<file path="src/rtl/mo_pkg.sv">
// Shared types and constants for the motion-object line buffer.
// Latency: n/a (declarations only).
// Backpressure: n/a.
package mo_pkg;

  // Horizontal address width; one line holds 2**LINE_XBITS pixels.
  localparam int LINE_XBITS = 8;

  typedef logic [2:0] pix_t;

  // Pixel code meaning "no object here".
  localparam pix_t PIX_TRANSPARENT = 3'b111;

  typedef enum logic [1:0] {
    WR_IDLE,
    WR_DELAY,
    WR_WRITE
  } wr_state_t;

  typedef enum logic {
    ST_CLEAR,
    ST_RUN
  } top_state_t;

endpackage

</file>
<file path="src/rtl/mo_line_ram.sv">
// One line bank: 2**AW x 3 RAM, one write port, one read port.
// Latency: read data registered one clk after re; write lands at the clk edge.
// Backpressure: none; read register holds while re is low.
module mo_line_ram
  import mo_pkg::*;
#(
  parameter int   AW      = LINE_XBITS,
  parameter pix_t RST_VAL = PIX_TRANSPARENT
) (
  input  logic          clk,
  input  logic          rst,
  input  logic          we,
  input  logic [AW-1:0] waddr,
  input  pix_t          wdata,
  input  logic          re,
  input  logic [AW-1:0] raddr,
  output pix_t          rdata
);

  pix_t mem [2**AW];

  // Storage write; contents are scrubbed by the owner's clear sweep, not by reset.
  always_ff @(posedge clk) begin
    if (we) begin
      mem[waddr] <= wdata;
    end
  end

  // Synchronous read; reset value keeps stale data off the output after a restart.
  always_ff @(posedge clk or posedge rst) begin
    if (rst) begin
      rdata <= RST_VAL;
    end else if (re) begin
      rdata <= mem[raddr];
    end
  end

endmodule

</file>
<file path="src/rtl/mo_line_buffer.sv">
// Ping-pong motion-object line buffer: builds one line while playing back and erasing the other.
// Latency: playback pixel appears one pix_ce tick after its read; first object pixel sampled PIPE_DELAY+1 ticks after load_x.
// Backpressure: none; pixel-rate pacing comes entirely from pix_ce, busy flags the post-reset clear sweep.
module mo_line_buffer
  import mo_pkg::*;
#(
  parameter int   XBITS       = LINE_XBITS,
  parameter int   OBJ_WIDTH   = 8,
  parameter int   PIPE_DELAY  = 2,
  parameter pix_t TRANSPARENT = PIX_TRANSPARENT
) (
  input  logic             clk,
  input  logic             reset,
  input  logic             pix_ce,
  input  logic             line_start,
  input  logic             load_x,
  input  logic [XBITS-1:0] obj_x,
  input  logic             flip,
  input  pix_t             ar,
  output pix_t             mo_pix,
  output logic             busy
);

  localparam logic [7:0] PD       = 8'(PIPE_DELAY);
  localparam logic [7:0] LAST_PIX = 8'(OBJ_WIDTH - 1);

  top_state_t       state;
  logic [XBITS-1:0] clr_x;

  wr_state_t        wr_state;
  logic             wr_bank;
  logic [XBITS-1:0] wr_x;
  logic             dir;
  logic [7:0]       dly_cnt;
  logic [7:0]       pix_cnt;

  logic [XBITS-1:0] rd_x;
  logic             rd_sel;

  logic             clearing;
  logic             run_tick;
  logic             wr_go;

  logic             we0, we1, re0, re1;
  logic [XBITS-1:0] waddr0, waddr1;
  pix_t             wdata0, wdata1, rdata0, rdata1;

  assign clearing = (state == ST_CLEAR);
  assign run_tick = (state == ST_RUN) && pix_ce;

  // A pixel is committed only in WRITE, when opaque, and when neither a line
  // boundary nor a fresh load is aborting the current object on this tick.
  assign wr_go = run_tick && (wr_state == WR_WRITE) && !line_start && !load_x &&
                 (ar != TRANSPARENT);

  // Bank 0/1 port steering: clear sweep hits both, otherwise the write bank
  // takes object pixels and the other bank takes the read-behind erase.
  assign we0    = clearing || (wr_bank ? run_tick : wr_go);
  assign we1    = clearing || (wr_bank ? wr_go : run_tick);
  assign waddr0 = clearing ? clr_x : (wr_bank ? rd_x : wr_x);
  assign waddr1 = clearing ? clr_x : (wr_bank ? wr_x : rd_x);
  assign wdata0 = (clearing || wr_bank)  ? TRANSPARENT : ar;
  assign wdata1 = (clearing || !wr_bank) ? TRANSPARENT : ar;
  assign re0    = run_tick && wr_bank;
  assign re1    = run_tick && !wr_bank;

  mo_line_ram #(.AW(XBITS), .RST_VAL(TRANSPARENT)) u_bank0 (
    .clk   (clk),
    .rst   (reset),
    .we    (we0),
    .waddr (waddr0),
    .wdata (wdata0),
    .re    (re0),
    .raddr (rd_x),
    .rdata (rdata0)
  );

  mo_line_ram #(.AW(XBITS), .RST_VAL(TRANSPARENT)) u_bank1 (
    .clk   (clk),
    .rst   (reset),
    .we    (we1),
    .waddr (waddr1),
    .wdata (wdata1),
    .re    (re1),
    .raddr (rd_x),
    .rdata (rdata1)
  );

  // Output is the read register of whichever bank was read on the last tick.
  assign mo_pix = clearing ? TRANSPARENT : (rd_sel ? rdata1 : rdata0);

  // Top sequencer: one clear write per clk across the whole line, then run forever.
  always_ff @(posedge clk or posedge reset) begin
    if (reset) begin
      state <= ST_CLEAR;
      clr_x <= '0;
      busy  <= 1'b1;
    end else if (state == ST_CLEAR) begin
      clr_x <= clr_x + XBITS'(1);
      if (clr_x == '1) begin
        state <= ST_RUN;
        busy  <= 1'b0;
      end
    end
  end

  // Playback pointer and bank swap; the line_start tick still performs the last read of the old bank.
  always_ff @(posedge clk or posedge reset) begin
    if (reset) begin
      wr_bank <= 1'b0;
      rd_x    <= '0;
      rd_sel  <= 1'b0;
    end else if (run_tick) begin
      rd_sel <= ~wr_bank;
      if (line_start) begin
        wr_bank <= ~wr_bank;
        rd_x    <= '0;
      end else begin
        rd_x <= rd_x + XBITS'(1);
      end
    end
  end

  // Object write engine: a load always restarts, a line boundary otherwise aborts.
  always_ff @(posedge clk or posedge reset) begin
    if (reset) begin
      wr_state <= WR_IDLE;
      wr_x     <= '0;
      dir      <= 1'b0;
      dly_cnt  <= '0;
      pix_cnt  <= '0;
    end else if (run_tick) begin
      if (load_x) begin
        wr_x     <= obj_x;
        dir      <= flip;
        dly_cnt  <= PD;
        pix_cnt  <= '0;
        wr_state <= (PD == 8'd0) ? WR_WRITE : WR_DELAY;
      end else if (line_start) begin
        wr_state <= WR_IDLE;
      end else begin
        case (wr_state)
          WR_DELAY: begin
            dly_cnt <= dly_cnt - 8'd1;
            if (dly_cnt <= 8'd1) begin
              wr_state <= WR_WRITE;
            end
          end
          WR_WRITE: begin
            wr_x    <= dir ? (wr_x - XBITS'(1)) : (wr_x + XBITS'(1));
            pix_cnt <= pix_cnt + 8'd1;
            if (pix_cnt == LAST_PIX) begin
              wr_state <= WR_IDLE;
            end
          end
          default: wr_state <= WR_IDLE;
        endcase
      end
    end
  end

endmodule

</file>
<file path="config.mk">
export PLATFORM = sky130hd
export DESIGN_NAME = mo_line_buffer
export DESIGN_NICKNAME = d
export VERILOG_FILES = /design/src/rtl/mo_pkg.sv /design/src/rtl/mo_line_ram.sv /design/src/rtl/mo_line_buffer.sv
export SDC_FILE = /design/constraint.sdc
export NUM_CORES = 2
export LEC_CHECK = 0
export CELL_PAD_IN_SITES_DETAIL_PLACEMENT = 0
export CELL_PAD_IN_SITES_GLOBAL_PLACEMENT = 1
export CORE_AREA = 2 2 405 407
export DETAILED_ROUTE_END_ITERATION = 6
export DIE_AREA = 0 0 407 409
export HOLD_SLACK_MARGIN = 0.12
export MAX_ROUTING_LAYER = met4
export PLACE_DENSITY = 0.68
export SLEW_MARGIN = 20
export SYNTH_ARGS = -nofsm -noshare
export SYNTH_HDL_FRONTEND = slang
export SYNTH_SLANG_ARGS = --single-unit
</file>
<file path="constraint.sdc">
create_clock -name clk -period 6.65 [get_ports clk]
set_clock_uncertainty 0.15 [all_clocks]
set_input_delay 1.33 -clock clk [delete_from_list [all_inputs] [get_ports clk]]
set_output_delay 1.33 -clock clk [all_outputs]
set_load 0.1 [all_outputs]
</file>
==> reports/metrics.yaml <==
status: "completed"
fin_tns_setup_ns: 0
netlist_area_um2: 64400
cts_resized: 0
dr_wl_met2_um: 75000
wire_per_inst_um: 26.9
io_pins: 21
peakVddDrop_mv: 0.186
min_path_type: "register to register"
crit_buf_inv: 2
grt_use_total_pct: 19.5
n_antenna_cell: 0
grt_pass1_wl_um: 230000
dieArea_um2: 166000
critPathKind: "input pin to register"
tightest_slew_ns: 1.11
clockBufferDepth: 3
ys.flop_type: "edfxtp_1"
numPortBuffers: 20
synth_top_area_share_pct: 71.6
arrival_ns: 4.96
clk_pin_slew_ns: 0.07
slowest_delay_ns: 0.67
finalCritPeriodShare_pct: 70.2
drive_above_1_share_pct: 19.4
avgSynthCellArea_um2: 18.3
first_pass_iters: 5
met1Wirelength_um: 67500
ctsHoldBuffers: 0
final-hold-violation-count: 0
antenna_found_initial: 2
synth.most_common_cell: "edfxtp_1"
design.core.area_um2: 162000
grt_setup_unrepaired: "false"
maxCapViolations: 0
final_nets: 3577
slew_viol_final: 0
start_util_pct: 39.7
synth_edf_count: 1536
htreeDepth: 4
required_ns: 6.94
die_w_um: 407
drc: 0
rows: 148
crit_chain: "clkdlybuf4s50_1, nand2_1, nor3_2, a311oi_1, nor3_1, nand2_1, buf_4, nor2_1"
grt.overflow.total: 0
ys_seq_area_share_pct: 73.7
synth.largest_area_cell: "edfxtp_1"
area_growth_pct: 11.8
numClockSinks: 1589
cpMostUsedCell: "nand2_1"
setup_viol: 0
powerDensity_nw_per_um2: 275
synth_warnings: 0
gp_congestion: 0.808
grt_max_degree: 177
synth_fp_nets: 3547
via_count: 33022
insertion_delay_ns: 0.79
highest_layer: "met4"
cp-end-kind: "register"
root_buffer: "clkbuf_16"
antenna_left: 0
startpoint_type: "input pin"
maxSlewHeadroom_pct: 25.3
synth_area_leaders: "edfxtp_1, mux4_2, nor2_1"
wl_met3_um: 11700
timing.fmax_mhz: 214
slowest_stage: "clkdlybuf4s50_1"
synthCells: 3518
cts_setup_buffers: 0
design_area_um2: 72000
grt_pass1_vias: 33465
drt-initial-drc-count: 4027
placed_cell_area_um2: 66800
final.min_clock_period_ns: 4.67
p_leak_nw: 19.9
critPathMaxFanout: 15
ys_seq_elements: 1589
synthTopCellsByCount: "edfxtp_1, nor2_1, mux4_2, nand2_1, a22oi_1"
hpwl_um: 91200
die_height_um: 409
critical_path.top_delay_family: "simple AND/OR/NAND/NOR gates"
cts_buffers: 154
cts_tree: "built"
synth_cell_types: 69
via_per_inst: 5.65
routed_wl_um: 157000
ys_async_sr_fraction_pct: 3.34
## path summary, 6_finish.rpt
check / from / to / slack, ns / depth (start not counted)
min reg2reg: busy / busy / 0.34 / 1
max reg2reg: rd_x[0] / u_bank0.rdata[2] / 2.55 / 8
min in group asynchronous: reset / wr_x[0] / 0.98 / 3
max: pix_ce / u_bank1.mem[242][2] / 1.98 / 8
max in group asynchronous: reset / rd_x[0] / 4.75 / 3
min: busy / busy / 0.34 / 1
## state kept, by name (all words and copies together), names as in the netlist, 2 cells and up
register and cells:
u_bank0.rdata 3, dly_cnt 8, u_bank1.rdata 3, rd_x 8, clr_x 8, wr_x 8
u_bank0.mem 768, u_bank1.mem 768, pix_cnt 8, wr_state 2
## kinds of logic after synthesis
group,after synthesis,synth area share [%]
multiplexers,462,14.7
AO/OA/AOI/OAI,332,3.53
flip-flops,1589,73.7
AND/OR/NAND/NOR,868,5.58
adder cells (fa/ha/maj),12,0.245
buffers and inverters,237,2.02
XOR/XNOR,18,0.245
## worst register-to-register path, delay by kind of cell, from the launching register on
kind            cells  cell delay [ns]
compound gates      4             1.55
flops               1             0.86
mux                 1             0.61
buf+inv             1             0.58
simple gates        2             0.25
## cell type report
class                   count  area, um^2
clock buffers             194        4150
clock inverters            83        1010
fillers                 13799       90100
inverters                  16        60.1
multi-input cells        1692       15700
flip-flops and latches   1589       47500
well taps                2175        2720
repair buffers             95         888
## routing by layer
metal  vias up  track usage [%]
li1      14141                -
met1     17394             27.6
met2      1269             29.9
met3       218             3.02
met4         0             4.55
met5         -                -
## cells in the final DEF, fill, tap and decap left out, drive strengths merged, types with 26 or more instances in the layout
| master | count |
|---|---|
| clkinv | 47 |
| mux4 | 378 |
| edfxtp | 1536 |
| o21ai | 47 |
| a22oi | 97 |
| nand2 | 136 |
| dfrtp | 46 |
| a21oi | 62 |
| nand3 | 35 |
| mux2i | 81 |
| clkbuf | 194 |
| o22ai | 26 |
| nor2 | 600 |
| buf | 75 |
## report_power, final
group          leakage [nW]  internal [mW]  switching [mW]
Clock                  2.49           5.25            3.72
Combinational          4.31         0.0114          0.0167
Sequential             13.1           10.8  0.000000000110
## stage by stage
stage | total power [mW] | hold slack [ns] | setup slack [ns] | cells | util (%)
after CTS | 19.9 | 0.340 | 2.08 | 5844 | 44.4
after global placement | 11.0 | 0.329 | 1.27 | 5567 | 41.2
final | 19.8 | 0.343 | 1.98 | 5844 | 44.4
after detailed placement | 11.0 | 0.328 | 1.25 | 5567 | 41.2
after global routing | 20.3 | 0.350 | 1.81 | 5844 | 44.4
after floorplan | 11.0 | 0.304 | 1.28 | 3518 | -
Note: power is estimated with default switching activity, not from simulation.
